### src/rtl/inst_fetch.sv
// Instruction fetch unit: fetch PC, in-order imem reads, small instruction FIFO, redirect flush.
// Optional misaligned-redirect trap enabled by defining INST_FETCH_MISALIGN_TRAP_EN.
module inst_fetch #(
    parameter logic [31:0] RESET_PC = 32'h0000_0000,
    parameter int          DEPTH    = 2
) (
    input  logic        clk,
    input  logic        rstn,
    output logic        imem_req_valid,
    input  logic        imem_req_ready,
    output logic [31:0] imem_req_addr,
    input  logic        imem_resp_valid,
    input  logic [31:0] imem_resp_data,
    input  logic        redirect_valid,
    input  logic [31:0] redirect_pc,
    output logic        inst_valid,
    input  logic        inst_ready,
    output logic [31:0] inst_out,
    output logic [31:0] inst_pc,
    output logic        fetch_misaligned
);

    // state  | meaning
    // S_WAIT | first cycle after reset release, no requests
    // S_RUN  | issue requests, buffer responses
    // S_FLUSH| discard responses of fetches issued before a redirect
    // S_HALT | parked after a misaligned redirect, no requests
    typedef enum logic [1:0] {S_WAIT, S_RUN, S_FLUSH, S_HALT} state_t;

    localparam int          AW      = $clog2(DEPTH);
    localparam int          CW      = AW + 1;
    localparam logic [CW:0] DEPTH_W = (CW + 1)'(DEPTH);
    localparam logic [31:0] NOP     = 32'h0000_0013;

    state_t          state;
    logic [31:0]     fetch_pc;
    logic [31:0]     resp_pc;
    logic [31:0]     last_pc;
    logic [CW-1:0]   outstanding;
    logic [CW-1:0]   drop;
    logic [CW-1:0]   count;
    logic [AW-1:0]   wr_ptr;
    logic [AW-1:0]   rd_ptr;
    logic [31:0]     mem_data [DEPTH];
    logic [31:0]     mem_pc   [DEPTH];
    logic            halt_pend;

    logic            pop, push, req_hs, resp_ok, resp_drop, redirect, mis;
    logic [CW-1:0]   req_inc, resp_dec, pop_dec, push_inc, inflight;
    logic [CW:0]     used;
    logic [31:0]     target;

    assign target    = redirect_pc & 32'hFFFF_FFFC;
    assign redirect  = redirect_valid && (state != S_WAIT);
    assign pop       = (count != '0) && inst_ready;
    assign resp_ok   = imem_resp_valid && (state == S_RUN) && (outstanding != '0);
    assign resp_drop = imem_resp_valid && (state == S_FLUSH) && (drop != '0);
    assign push      = resp_ok && !redirect;

    assign req_inc   = {{(CW-1){1'b0}}, req_hs};
    assign resp_dec  = {{(CW-1){1'b0}}, resp_ok | resp_drop};
    assign pop_dec   = {{(CW-1){1'b0}}, pop};
    assign push_inc  = {{(CW-1){1'b0}}, push};

    // A slot freed by this cycle's pop is credited immediately so k=1 sustains one word per cycle.
    assign used           = {1'b0, outstanding} + {1'b0, count} - {1'b0, pop_dec};
    assign imem_req_valid = (state == S_RUN) && (used < DEPTH_W);
    assign imem_req_addr  = fetch_pc;
    assign req_hs         = imem_req_valid && imem_req_ready;

    // Only one of outstanding/drop is non-zero in any state.
    assign inflight = outstanding + drop + req_inc - resp_dec;

`ifdef INST_FETCH_MISALIGN_TRAP_EN
    assign mis              = (redirect_pc[1:0] != 2'b00);
    assign fetch_misaligned = (state == S_HALT);
`else
    assign mis              = 1'b0;
    assign fetch_misaligned = 1'b0;
`endif

    always_ff @(posedge clk or negedge rstn) begin
        if (!rstn) begin
            state       <= S_WAIT;
            fetch_pc    <= RESET_PC;
            resp_pc     <= RESET_PC;
            outstanding <= '0;
            drop        <= '0;
            halt_pend   <= 1'b0;
        end else if (redirect) begin
            fetch_pc    <= target;
            resp_pc     <= target;
            outstanding <= '0;
            drop        <= inflight;
            halt_pend   <= mis;
            if (inflight != '0) state <= S_FLUSH;
            else                state <= mis ? S_HALT : S_RUN;
        end else begin
            case (state)
                S_WAIT: state <= S_RUN;
                S_RUN: begin
                    if (req_hs)  fetch_pc <= fetch_pc + 32'd4;
                    if (resp_ok) resp_pc  <= resp_pc + 32'd4;
                    outstanding <= outstanding + req_inc - resp_dec;
                end
                S_FLUSH: begin
                    if (resp_drop) begin
                        drop <= drop - CW'(1);
                        if (drop == CW'(1)) state <= halt_pend ? S_HALT : S_RUN;
                    end
                end
                default: ;
            endcase
        end
    end

    always_ff @(posedge clk or negedge rstn) begin
        if (!rstn) begin
            wr_ptr  <= '0;
            rd_ptr  <= '0;
            count   <= '0;
            last_pc <= '0;
        end else begin
            last_pc <= inst_pc;
            if (redirect) begin
                wr_ptr <= '0;
                rd_ptr <= '0;
                count  <= '0;
            end else begin
                if (push) wr_ptr <= wr_ptr + AW'(1);
                if (pop)  rd_ptr <= rd_ptr + AW'(1);
                count <= count + push_inc - pop_dec;
            end
        end
    end

    always_ff @(posedge clk) begin
        if (push) begin
            mem_data[wr_ptr] <= imem_resp_data;
            mem_pc[wr_ptr]   <= resp_pc;
        end
    end

    assign inst_valid = (count != '0);
    assign inst_out   = inst_valid ? mem_data[rd_ptr] : NOP;
    assign inst_pc    = inst_valid ? mem_pc[rd_ptr] : last_pc;

endmodule
### config.mk
export PLATFORM = sky130hd
export DESIGN_NAME = inst_fetch
export DESIGN_NICKNAME = d
export VERILOG_FILES = /design/src/rtl/inst_fetch.sv
export SDC_FILE = /design/constraint.sdc
export NUM_CORES = 1
export LEC_CHECK = 0
export ABC_AREA = 1
export CAP_MARGIN = 20
export CORE_ASPECT_RATIO = 1.5
export CORE_MARGIN = 3
export CORE_UTILIZATION = 30
export CTS_BUF_LIST = sky130_fd_sc_hd__clkbuf_8
export DETAILED_ROUTE_END_ITERATION = 10
export PLACE_DENSITY_LB_ADDON = 0.3
export RECOVER_POWER = 50
export SLEW_MARGIN = 15
export SYNTH_ARGS = -nofsm -noshare
export SYNTH_HDL_FRONTEND = slang
export SYNTH_SLANG_ARGS = --single-unit
### constraint.sdc
create_clock -name clk -period 4.6 [get_ports clk]
set_clock_uncertainty 0.15 [all_clocks]
set_input_delay 1.15 -clock clk [delete_from_list [all_inputs] [get_ports clk]]
set_output_delay 1.15 -clock clk [all_outputs]
set_load 0.05 [all_outputs]
# Word-level counts from Yosys, hierarchy flattened

Memories as Yosys holds them, arrays and structs flattened.
Index checks and enable logic that the tools add are counted.
W data, S select, Z words.

Equal/unequal tests: 5
Reductions and logical operators: 28
$add $sub $neg: 14
Muxes and demuxes: 25
Bitwise operators: 1
Magnitude comparators: 1

Operators by type and width:

| operator                | number |
|---|---|
| $mux W32                | 8 |
| $add A32 B3 Y32 const B | 2 |
| $reduce_bool A2 Y1      | 12 |
| $mux W2                 | 10 |
| $logic_and A1 B1 Y1     | 9 |
| $add A2 B1 Y2           | 3 |
| $mux W1                 | 6 |
| $reduce_and A2 Y1       | 3 |
| $sub A2 B1 Y2           | 3 |
| $eq A2 B1 Y1 const B    | 2 |
| $pmux W2 S2             | 1 |
| $add A2 B2 Y3           | 1 |
| $lt A3 B2 Y1 const B    | 1 |
| $ne A3 B2 Y1 const B    | 1 |
| $ne A3 B3 Y1 const B    | 1 |
| $reduce_and A3 Y1       | 1 |
| $reduce_bool A3 Y1      | 1 |
| $sub A3 B1 Y3           | 1 |
| $add A1 B1 Y1 const B   | 2 |
| $add A2 B2 Y2           | 1 |
| $eq A2 B2 Y1 const B    | 1 |
| $logic_not A2 Y1        | 1 |
| $sub A2 B1 Y2 const B   | 1 |
| $logic_not A1 Y1        | 1 |
| $or A1 B1 Y1            | 1 |

Flip-flop bits (word level): 106
Memories: 2
Logic and storage cells: 85
RAM bits: 128
Bits of input ports: 70

Memory list:

| memory   | depth | bits a word | read ports | clocked after memory_dff | wr ports | line | RTL |
|---|---|---|---|---|---|---|---|
| mem_data | 2     | 32          | 1          | 0                        | 1        | 44   | `logic [31:0] mem_data [DEPTH];` |
| mem_pc   | 2     | 32          | 1          | 0                        | 1        | 45   | `logic [31:0] mem_pc [DEPTH];` |

# Depth between registers and ports, before layout

Gate-level depths: netlist (run 1).

Depth in word-level cells: 11
Gate-level depth with buffers: 17
Depth with buffers taken out: 17

# Least setup slack after synthesis (run 1)

OpenSTA, ideal clock, no wires.

Path kind: input to register
Start point: input imem_resp_valid
End point: memory mem_data[0][0] (enable)
Cell stages on the path: 6
Arrival time: 4.105 ns
Data required time: 3.967 ns
Path slack: -0.139 ns
Setup time: 0.483 ns
Cells stage by stage: inv_1 > nor2_1 > nand2_1 > inv_1 > nand2_1 > nor2_1

Cells in the longest elaborated chain, start to end: 5

RTL lines:

| item                             | line | RTL |
|---|---|---|
| start: declaration               | 12   | `input logic imem_resp_valid,` |
| $logic_and A1 B1 Y1 (2 in a row) | 56   | `assign resp_ok = imem_resp_valid && (state == S_RUN) && (outstanding != '0);` |
| $logic_and A1 B1 Y1              | 58   | `assign push = resp_ok && !redirect;` |
| $mux W1                          | 138  | `if (push) begin` |
| $mux W1 (not written as such)    | 139  | `mem_data[wr_ptr] <= imem_resp_data;` |
| end: declaration                 | 44   |  |

Every way passes these cells.

# Worst setup path after layout (run 1)

Start point: register count[0]
End point: output inst_pc[9]

Cells in the longest elaborated chain, start to end: 2

RTL lines:

| item                     | line | RTL |
|---|---|---|
| start: declaration       | 41   | `logic [CW-1:0] count;` |
| start signal: assignment | 132  | `count <= count + push_inc - pop_dec;` |
| $reduce_bool A2 Y1       | 144  | `assign inst_valid = (count != '0);` |
| $mux W32                 | 146  | `assign inst_pc = inst_valid ? mem_pc[rd_ptr] : last_pc;` |
| end: declaration         | 19   | `output logic [31:0] inst_pc,` |

Every way passes these cells.

==> flow_summary.json, run 1 <==
{
  "status": "complete, but fails checks",
  "violations": "capacitance limit, slew limit",
  "design.portCount": 169,
  "io_buffers": 163,
  "period_needed_ps": 4380,
  "numClockSinks": 226,
  "post_drt_wl_per_cell_um": 15.7,
  "start_util_pct": 30.4,
  "rsz0062_at_grt": "no",
  "grt_pass1_vias": 8604,
  "die-area_sq_um": 38000,
  "slew_viol_final": 89,
  "switching_power_mw": 4.67,
  "firstDrtPassIters": 6,
  "power_mw": 9.78,
  "power.internal_mw": 5.11,
  "core-area_sq_um": 35100,
  "whs_ps": 339,
  "avgSynthCellArea_sq_um": 8.83,
  "die_w_um": 160,
  "worstPathArrival_ps": 3080,
  "ant_nets": 0,
  "place.gp.congestion": 0.842,
  "power_frac_comb_pct": 49.7,
  "hold_buffers": 0,
  "nets": 1465,
  "fin_cells": 1883,
  "dp.cells": 1818,
  "hold_path_class": "reg2reg",
  "netlist_instances": 1210,
  "cpPeakStageDelay_ps": 890,
  "htreeDepth": 2,
  "tritoncts.num_buffers": 36,
  "drtIter0Drc": 417,
  "p_clk_share_pct": 17.5,
  "timing.fmax_mhz": 228,
  "crit_family": "buffers and inverters",
  "maxSlewHeadroom_pct": -120,
  "cp_common_cell": "a21oi_1",
  "cts_root_buf": "clkbuf_8",
  "setup-violations-final": 0,
  "cts_buffer_depth": 3,
  "cp_num_buf_inv": 2,
  "pre_cts_ws_ps": 238,
  "ys_seq_area_share_pct": 58.7,
  "grt_pass1_wl_um": 46900,
  "cp.required_ps": 3300,
  "grt_overflow": 0,
  "num_vias": 8712,
  "critPathCaptureType": "primary output",
  "crit_type": "reg2out",
  "die_h_um": 237,
  "antenna_found_initial": 1,
  "period_share_pct": 95.2,
  "clk_pin_slew_worst_paths_ps": 60,
  "grt_start_max_net_pins": 63,
  "dpl_cell_area_sq_um": 12900,
  "crit_slowest_cell": "clkdlybuf4s50_1",
  "crit_fanout": 59,
  "fin_util_pct": 38.6,
  "tns_ps": 0,
  "peakVddDrop_uv": 289,
  "syn_to_final_growth_pct": 26.9,
  "maxCapViolations": 2,
  "p_leak_nw": 5.62,
  "tightest_slew_ps": 3300,
  "power_frac_seq_pct": 32.8,
  "avgViaCountPerCell": 4.63,
  "post-cts-setup-buffer-count": 0,
  "layout-drive-gt1-share_pct": 6.32,
  "synthesis.area_sq_um": 10700,
  "cp-start-kind": "flop",
  "hpwl_um": 20200,
  "yosysWarnings": 0,
  "grt_usage_pct": 15.4,
  "wl_um": 29500,
  "ctsResizeCount": 0,
  "yosys_register_bits": 226,
  "ys_types": 34,
  "swShare_pct": 47.7,
  "crit_chain": "nor2_1 -> buf_4 -> a21oi_1 -> a21oi_1 -> clkdlybuf4s50_1",
  "powerDensity_nw_per_um2": 721,
  "cts_tree": "built",
  "design_area_sq_um": 13600,
  "drc_errors": 0,
  "clk_latency_ps": 530,
  "num_rows": 84,
  "hold_violations": 0,
  "setup_ws_ps": 221
}
## cell type report
| class | count | area [sq um] |
|---|---|---|
| flip-flops and latches | 226 | 6280 |
| clock inverters | 24 | 154 |
| multi-input cells | 833 | 3790 |
| inverters | 106 | 398 |
| well taps | 473 | 592 |
| diodes | 1 | 2.50 |
| clock buffers | 40 | 551 |
| fillers | 3559 | 21500 |
| repair buffers | 180 | 1800 |
## path summary, 6_finish.rpt
kind / start / end / slack, ps / depth (start not counted)
max reg2reg: count[0] / state[0] / 1150 / 18
max: count[0] / inst_pc[9] / 220 / 5
min reg2reg: last_pc[0] / last_pc[0] / 340 / 2
max in group asynchronous: rstn / rd_ptr / 580 / 1
min in group asynchronous: rstn / last_pc[24] / 1550 / 1
min: last_pc[0] / last_pc[0] / 340 / 2
## placed cells by master, fill, tap and decap left out, types with 6 or more instances in the layout
master	n
a21oi_1	143
clkdlybuf4s50_1	127
nand2_1	309
nand3_1	56
clkbuf_8	40
dfrtp_1	101
xor2_1	8
ha_1	10
buf_4	13
edfxtp_1	124
o21ai_1	11
dlygate4sd3_1	34
nor2_2	9
inv_1	112
o21ai_0	39
a31oi_1	6
nor2_1	200
## cell families after synthesis
kind of cell	count (synthesis)	share of synthesized area [%]
buf+inv	153	5.91
flops	226	58.7
compound gates	212	10.3
simple gates	593	22.4
fa+ha+maj	12	1.55
other cells	1	0.0351
xor+xnor	13	1.07
## worst min-delay path, delay by kind of cell, from the launching register on
family	cells	cell delay, ps
buf+inv	1	50
flops	1	360
simple gates	1	50
## power by group through the flow
stage	clock network [mW]	registers, mW	logic [mW]
after global placement	0	3.22	4.86
after detailed placement	0	3.24	4.92
after CTS	1.79	3.21	4.94
after floorplan	0	3.51	2.93
after global routing	1.87	3.28	5.29
final	1.71	3.21	4.86
## synth_stat cells
master	n	area share, %
xnor2_1	5	0.41
buf_4	11	0.77
conb_1	1	0.035
o21a_1	1	0.070
o211ai_1	4	0.28
nand4_4	1	0.20
o21ai_0	38	1.8
a22oi_1	2	0.14
o21bai_1	2	0.14
a21oi_1	143	6.7
nand3b_1	2	0.14
nor2_2	9	0.53
o22ai_1	3	0.18
o31ai_1	1	0.070
and2_1	5	0.29
nand2_2	4	0.23
clkbuf_1	21	0.74
nor2_1	201	7.1
nand2_1	308	11
ha_1	10	1.2
xor2_1	8	0.66
buf_1	2	0.070
edfxtp_1	124	35
a31oi_1	6	0.35
buf_2	13	0.61
fa_1	2	0.37
or2_2	1	0.059
nor3_1	3	0.14
o21ai_1	12	0.56
nand3_1	56	2.6
inv_1	101	3.5
inv_2	5	0.18
nor2_4	3	0.32
dfrtp_1	102	24
## metal layers
layer	routed length, um	track usage [%]
met5	0	0
met4	1090	6.55
met3	1310	2.68
met2	15000	27.1
met1	12100	18.4
## flip-flops by register name (all words and copies together) (netlist names)
signal	count
last_pc	32
drop	2
mem_data	64
state	2
imem_req_addr	30
mem_pc	60
wr_ptr	1
rd_ptr	1
count	2
resp_pc	30
outstanding	2
Power figures use the tool's default switching activity.
==> run 2: changes to the inputs <==
--- a/config.mk
+++ b/config.mk
@@ -14,2 +14,3 @@
 export DETAILED_ROUTE_END_ITERATION = 10
+export GPL_TIMING_DRIVEN = 0
 export PLACE_DENSITY_LB_ADDON = 0.3
==> constraint.sdc (replaced) <==
create_clock -name clk -period 4.6 [get_ports clk]
set_clock_uncertainty 0.15 [all_clocks]
set_input_delay 0.69 -clock clk [delete_from_list [all_inputs] [get_ports clk]]
set_output_delay 0.69 -clock clk [all_outputs]
set_load 0.05 [all_outputs]
==> flow_summary.json, run 2 (synthesis results as in run 1) <==
{
  "post_drt_wl_per_cell_um": 16.2,
  "critPathCaptureType": "primary output",
  "fin_util_pct": 38.9,
  "io_buffers": 163,
  "peakVddDrop_uv": 332,
  "status": "complete, but fails checks",
  "nets": 1501,
  "tritoncts.num_buffers": 36,
  "setup-violations-final": 0,
  "period_share_pct": 92.5,
  "die_h_um": 237,
  "grt_usage_pct": 16.2,
  "cp.required_ps": 3760,
  "power_mw": 9.72,
  "ant_nets": 0,
  "avgViaCountPerCell": 4.61,
  "top_register": "mem_data",
  "largestRegisters": "mem_data (64), mem_pc (60), last_pc (32)",
  "num_vias": 8848,
  "cts_tree": "built",
  "maxSlewHeadroom_pct": -34.8,
  "dp.cells": 1853,
  "cts_buffer_depth": 3,
  "powerDensity_nw_per_um2": 711,
  "place.gp.congestion": 0.867,
  "maxCapViolations": 1,
  "pre_cts_ws_ps": 345,
  "cpPeakStageDelay_ps": 800,
  "antenna_found_initial": 0,
  "slew_viol_final": 33,
  "start_util_pct": 30.4,
  "crit_chain": "nor2_4 -> inv_2 -> nand2_1 -> inv_1 -> nand2_1 -> inv_1 -> fa_1 -> xor2_1 -> nand2_1 -> nor2_1 -> clkdlybuf4s50_1",
  "htreeDepth": 2,
  "grt_start_max_net_pins": 71,
  "die-area_sq_um": 38000,
  "period_needed_ps": 4250,
  "cts_root_buf": "clkbuf_8",
  "fin_cells": 1919,
  "p_leak_nw": 5.65,
  "num_rows": 84,
  "tightest_slew_ps": 2020,
  "crit_slowest_cell": "clkdlybuf4s50_1",
  "violations": "capacitance limit, slew limit",
  "die_w_um": 160,
  "grt_pass1_vias": 8868,
  "hpwl_um": 23000,
  "hold_path_class": "reg2reg",
  "whs_ps": 335,
  "numClockSinks": 226,
  "grt_overflow": 0,
  "grt_pass1_wl_um": 48400,
  "crit_family": "buffers and inverters",
  "cp_common_cell": "nand2_1",
  "layout-drive-gt1-share_pct": 6.16,
  "cp_num_buf_inv": 4,
  "crit_fanout": 10,
  "wl_um": 31100,
  "rsz0062_at_grt": "no",
  "drc_errors": 0,
  "hold_violations": 0,
  "cp-start-kind": "flop",
  "crit_type": "reg2out",
  "timing.fmax_mhz": 235,
  "clk_pin_slew_worst_paths_ps": 60,
  "drtIter0Drc": 439,
  "clk_latency_ps": 540,
  "final_cell_mix": "nand2_1 (309), nor2_1 (198), a21oi_1 (143)",
  "design.portCount": 169,
  "post-cts-setup-buffer-count": 0,
  "firstDrtPassIters": 5,
  "worstPathArrival_ps": 3410,
  "fillers": 3615,
  "largest_register_ffs": 64,
  "core-area_sq_um": 35100,
  "setup_ws_ps": 346,
  "syn_to_final_growth_pct": 27.9,
  "layout_commonest_cell": "nand2_1"
}
-- run 2: timing repair --
item	in CTS	in global routing
gates resized for setup	1	1
hold endpoints to repair	32	0
setup endpoints to repair	1	1
hold buffers	1	0
-- run 2: per-stage QoR --
step                      setup TNS (ps)  instance area (sq um)
after floorplan                        0                  10700
after global placement           -414570                  12900
after detailed placement               0                  13000
after CTS                              0                  13700
after global routing                   0                  13700
final                                  0                  13700
-- run 2: report_power, final --
group | total [mW] | switching [mW] | internal, mW
registers | 3.20 | 0.527 | 2.68
logic | 4.94 | 3.42 | 1.52
clock network | 1.58 | 0.796 | 0.779
total | 9.72 | 4.74 | 4.98
-- run 2: final timing paths --
check                      depth (start not counted)       start  slack (ps)        endpoint
min                                                2  last_pc[1]         340      last_pc[1]
min in group asynchronous                          2        rstn        1140     last_pc[24]
max                                               11    count[0]         350  imem_req_valid
min reg2reg                                        2  last_pc[1]         340      last_pc[1]
max in group asynchronous                          3        rstn        1960      resp_pc[2]
max reg2reg                                       15    count[0]        1250         drop[0]
-- run 2: layout make-up --
| type | instances | area, sq um | share of cell area [%] |
|---|---|---|---|
| inverters | 106 | 398 | 2.91 |
| repair buffers | 169 | 1740 | 12.8 |
| plain buffers | 47 | 216 | 1.58 |
| diodes | 1 | 2.50 | 0.0183 |
| clock inverters | 25 | 98.8 | 0.723 |
| flip-flops and latches | 226 | 6280 | 45.9 |
| clock buffers | 39 | 537 | 3.93 |
| well taps | 473 | 592 | 4.33 |
| multi-input cells | 833 | 3800 | 27.8 |
-- run 2: layer usage --
metal	part of all wire, %	track usage [%]	up-vias
met5	0	0	-
met4	5.0	8.39	0
met3	4.3	2.50	81
met2	51	29.0	253
met1	40	18.6	4130
li1	-	-	4384
-- run 2: worst min-delay path, stage by stage (launching register included) --
cell and delay, ps:
dfrtp_1 350, inv_1 50, nor2_1 50
==> run 3: changes to the inputs <==
- HOLD_SLACK_MARGIN: default -> 0.02
- SETUP_SLACK_MARGIN: default -> 0.02
==> results of run 3 <==
Same layout as run 2: the final DEF is identical, and so are final timing and power.
==> edit 1: new RTL, settings of run 2 <==
`DEPTH`: 2 -> 4.
--- a/src/rtl/inst_fetch.sv
+++ b/src/rtl/inst_fetch.sv
@@ -2,7 +2,7 @@
 // Optional misaligned-redirect trap enabled by defining INST_FETCH_MISALIGN_TRAP_EN.
 module inst_fetch #(
     parameter logic [31:0] RESET_PC = 32'h0000_0000,
-    parameter int          DEPTH    = 2
+    parameter int          DEPTH    = 4
 ) (
     input  logic        clk,
     input  logic        rstn,
Formal check against the unedited RTL: not equivalent (Yosys sat finds a counterexample within 4 cycles, from zero or initial values and one cycle with rstn low).
==> edit 1 against run 2 <==
Register-to-register slack worse by 0.52 ns; critical path type unchanged; fmax fell by 3.6%; first-iteration DRC count grew 47%; wire length grew 54%; sequential cell count increased by 129; area after synthesis grew 50%; total power up 51%; final area increased by 47%; count of clock-buffer cells in the layout up 32; via count rose by 42%; the flow still finishes with violations (max-capacitance violations, max-slew violations); setup slack worse by 0.16 ns.
==> edit 1: results <==
outcome:
  status: "finished with violations"
  violations: "max-capacitance violations, max-slew violations"
synth:
  syn_area_per_cell_um2: 9.86
  synthAdderAreaFrac: 0.0190
  yosysUniqueCellTypes: 36
  synthArstFlopShare: 0.301
  synth.top_cells.by_count: "nor2_1 (366), nand2_1 (289), edfxtp_1 (248)"
  yosysTopAreaCellShare: 0.464
  ys_seq_elements: 355
  synth_xor_area_frac: 0.0229
  synth_compound_area_frac: 0.0919
  synthTopCellsByArea: "edfxtp_1 (46%), dfrtp_1 (17%), nor2_1 (8.6%), nand2_1 (6.8%), o21ai_0 (4.8%)"
  synth_seq_area_share: 0.631
power_and_ir_drop:
  p_clk_uw: 2800
  clkPwrFrac: 0.190
  p_comb_uw: 7250
  internal-power_uw: 7750
clock_tree:
  insertion_delay_ns: 0.62
  numCtsBuffers: 57
global_route:
  grt_pass1_wl_mm: 73.0
  grt_max_degree: 61
  grt_util_met2: 0.304
  grt_use_total: 0.166
  use_met1: 0.196
  met3_usage: 0.0278
  antenna_found_initial: 0
  grt_pass1_vias: 12727
final_layout:
  nClkBuffers: 71
  nMultiInputCombCells: 1102
  nNonClkInverters: 93
  buffers_excl_clock: 255
  seq_area_um2: 10100
  multi_input_area_share: 0.262
  nFillCells: 5181
  clock_area_frac: 0.0599
  drive_above_1_share: 0.0721
  buffer_area_frac: 0.114
  reg_top3: "mem_data x128, mem_pc x120, last_pc x32"
  seq_share: 0.505
detailed_routing:
  wl_met3_mm: 2.45
  viasPerCell: 4.84
  wl_per_cell_um: 18.4
  route.met2.wl_mm: 24.6
  met1_length_mm: 19.1
  drtIter0Drc: 644
place:
  pre_cts_ws_ns: 0.270
  place_area_um2: 18900
  dp_cells: 2486
job:
  drv_cap: 1
worst_setup_path:
  worstPathArrival_ns: 3.57
  slowest_delay_ns: 0.89
timing:
  slew_violations: 48
  slew_headroom: -1.13
## edit 1: cell count changes in the layout (fill, tap and decap cells not counted), moves of 22 or more
cell / change
a21oi_1: -85
clkbuf_8: +32
nor2_1: +163
a31oi_1: +39
o21ai_0: +116
clkbuf_1: +22
edfxtp_1: +124
## edit 1: worst paths after layout
kind / from / end / slack (ns) / cells past startpoint
setup reg to reg: outstanding[2] / state[1] / 0.73 / 20
hold reg to reg: last_pc[1] / last_pc[1] / 0.34 / 2
min in group asynchronous: rstn / imem_req_addr[30] / 1.53 / 2
hold / removal: last_pc[1] / last_pc[1] / 0.34 / 2
max in group asynchronous: rstn / last_pc[19] / 0.96 / 2
setup / recovery: count[1] / inst_pc[22] / 0.19 / 8
## edit 1: what timing repair did
action / CTS / global route
endpoints found under the hold margin: 47 / 0
setup buffers: 0 / 0
setup endpoints to repair: 38 / 8
resized for setup: 4 / 6
hold buffers: 1 / 0
==> edit 2: new RTL, flow settings as in run 2 <==
Made on the original files. The 4 states of `state_t` get a Gray code encoding in 2 bits.
--- a/src/rtl/inst_fetch.sv
+++ b/src/rtl/inst_fetch.sv
@@ -25,7 +25,7 @@
     // S_RUN  | issue requests, buffer responses
     // S_FLUSH| discard responses of fetches issued before a redirect
     // S_HALT | parked after a misaligned redirect, no requests
-    typedef enum logic [1:0] {S_WAIT, S_RUN, S_FLUSH, S_HALT} state_t;
+    typedef enum logic [1:0] {S_WAIT = 2'b00, S_RUN = 2'b01, S_FLUSH = 2'b11, S_HALT = 2'b10} state_t;
 
     localparam int          AW      = $clog2(DEPTH);
     localparam int          CW      = AW + 1;
Check against the original RTL: no difference found for any inputs over 4 cycles, from zero or initial values and one cycle with rstn low; so few cycles prove little.
==> edit 2 against run 2 <==
The run still ends with max-capacitance violations, max-slew violations left; area after synthesis increased by 0.40%; worst hold slack improved by 0.0021 ns; wire length increased by 1.5%; total power decreased by 1.2%; setup slack improved by 0.0060 ns; sequential cell count unchanged; final cell count increased by 0.57%; final area increased by 1.0%; global-route usage increased by 0.25 points; critical path type unchanged.
==> edit 2: results <==
global_route:
  grt_pass1_vias: 9112
  met3_usage: 0.0295
  grt_util_met2: 0.302
  grt_use_total: 0.164
  grt_max_degree: 56
  grt_pass1_wl_mm: 49.5
  use_met1: 0.185
  antenna_found_initial: 1
final_layout:
  layout.nets: 1509
  buffer_area_frac: 0.142
  drive_above_1_share: 0.0632
  nFillCells: 3561
  nMultiInputCombCells: 842
  nNonClkInverters: 103
  clock_area_frac: 0.0556
  nClkBuffers: 41
  seq_area_um2: 6280
  reg_top3: "mem_data x64, mem_pc x60, last_pc x32"
  area_dominant_class: "flip-flops and latches"
  syn_to_final_growth_pct: 28.7
  multi_input_area_share: 0.276
worst_setup_path:
  r2r_end: "outstanding[1]"
  path_max_fanout: 10
  r2r_cells: 16
  critical_path_class: "reg -> out"
  path_delay_family: "buffers and inverters"
  slowest_stage: "clkdlybuf4s50_1"
synth:
  synthTopCellsByArea: "edfxtp_1 (35%), dfrtp_1 (24%), nand2_1 (11%), nor2_1 (7.2%), a21oi_1 (6.2%)"
  syn_area_per_cell_um2: 8.82
  yosysUniqueCellTypes: 41
  synth.top_cells.by_count: "nand2_1 (326), nor2_1 (207), a21oi_1 (133)"
  synth_seq_area_share: 0.585
power_and_ir_drop:
  peakVddDrop_mv: 0.312
  power.leakage_uw: 0.00571
clock_tree:
  cts_setup_buffers: 0
  numCtsBuffers: 38
  insertion_delay_ns: 0.54
outcome:
  status: "finished with violations"
  violations: "max-capacitance violations, max-slew violations"
place:
  dp.final_hpwl_mm: 23.2
  io_buffer_count: 163
  place_area_um2: 13100
  dp_cells: 1859
  place.gp.congestion: 0.875
detailed_routing:
  wirelength_mm: 31.5
  route.met2.wl_mm: 16.5
  drtIter0Drc: 364
  met1_length_mm: 12.4
  wl_met3_mm: 1.50
  firstDrtPassIters: 5
  vias: 8938
  viasPerCell: 4.63
timing:
  worst_slew_pin_slew_ns: 3.32
  slew_violations: 55
  hold-worst-slack_ns: 0.337
min_path:
  min_from: "last_pc[0]"
  whs_endpoint: "last_pc[0]"
job:
  drv_cap: 1
floorplanning:
  core-area_um2: 35200
edit 2: changes by cell type in the layout (fill, tap and decap cells not counted), sizes merged, moves of 2 or more:
| cell | change |
|---|---|
| a21oi | -9 |
| a31oi | +3 |
| bufinv | +3 |
| clkinvlp | +3 |
| inv | -5 |
| nand2 | +16 |
| nand3 | +5 |
| o21ai | -5 |
| o22ai | -2 |
edit 2: repair_timing:
item,CTS,global route
hold buffers,1,0
endpoints found under the hold margin,54,0
setup endpoints to repair,1,1
gates resized for setup,1,1
edit 2: kinds of logic (layout without fill, tap and decap cells):
group | count (synthesis) | in the layout | synth area share
and+or+nand+nor | 614 | 614 | 0.231
DFF | 226 | 226 | 0.585
AOI/OAI and AO/OA | 201 | 201 | 0.0983
buffers and inverters | 150 | 388 | 0.0601
adders and majority gates | 12 | 12 | 0.0154
xor gates and xnor gates | 12 | 12 | 0.00980
other | 1 | 4 | 0.000350
edit 2: power by group:
part | total [uW] | internal (uW) | switching [uW] | leakage, uW
logic | 4800 | 1460 | 3340 | 0.00299
registers | 2970 | 2570 | 404 | 0.00230
clock network | 1830 | 998 | 836 | 0.000428
total | 9610 | 5030 | 4580 | 0.00571
edit 2: worst max path at each step:
stage | startpoint | to | depth (start not counted)
floorplan | redirect_valid | mem_data[0][0] | 3
global placement | redirect_valid | mem_data[0][5] | 4
detailed placement | count[0] | imem_req_valid | 11
CTS | count[0] | imem_req_valid | 11
global route | count[0] | imem_req_valid | 11
finish | count[0] | imem_req_valid | 11
edit 2: stage by stage:
stage	setup slack, ns	TNS, ns
floorplan	0.300	0
global placement	-1.94	-414.18
detailed placement	0.375	0
CTS	0.0416	0
global route	0.0889	0
finish	0.352	0
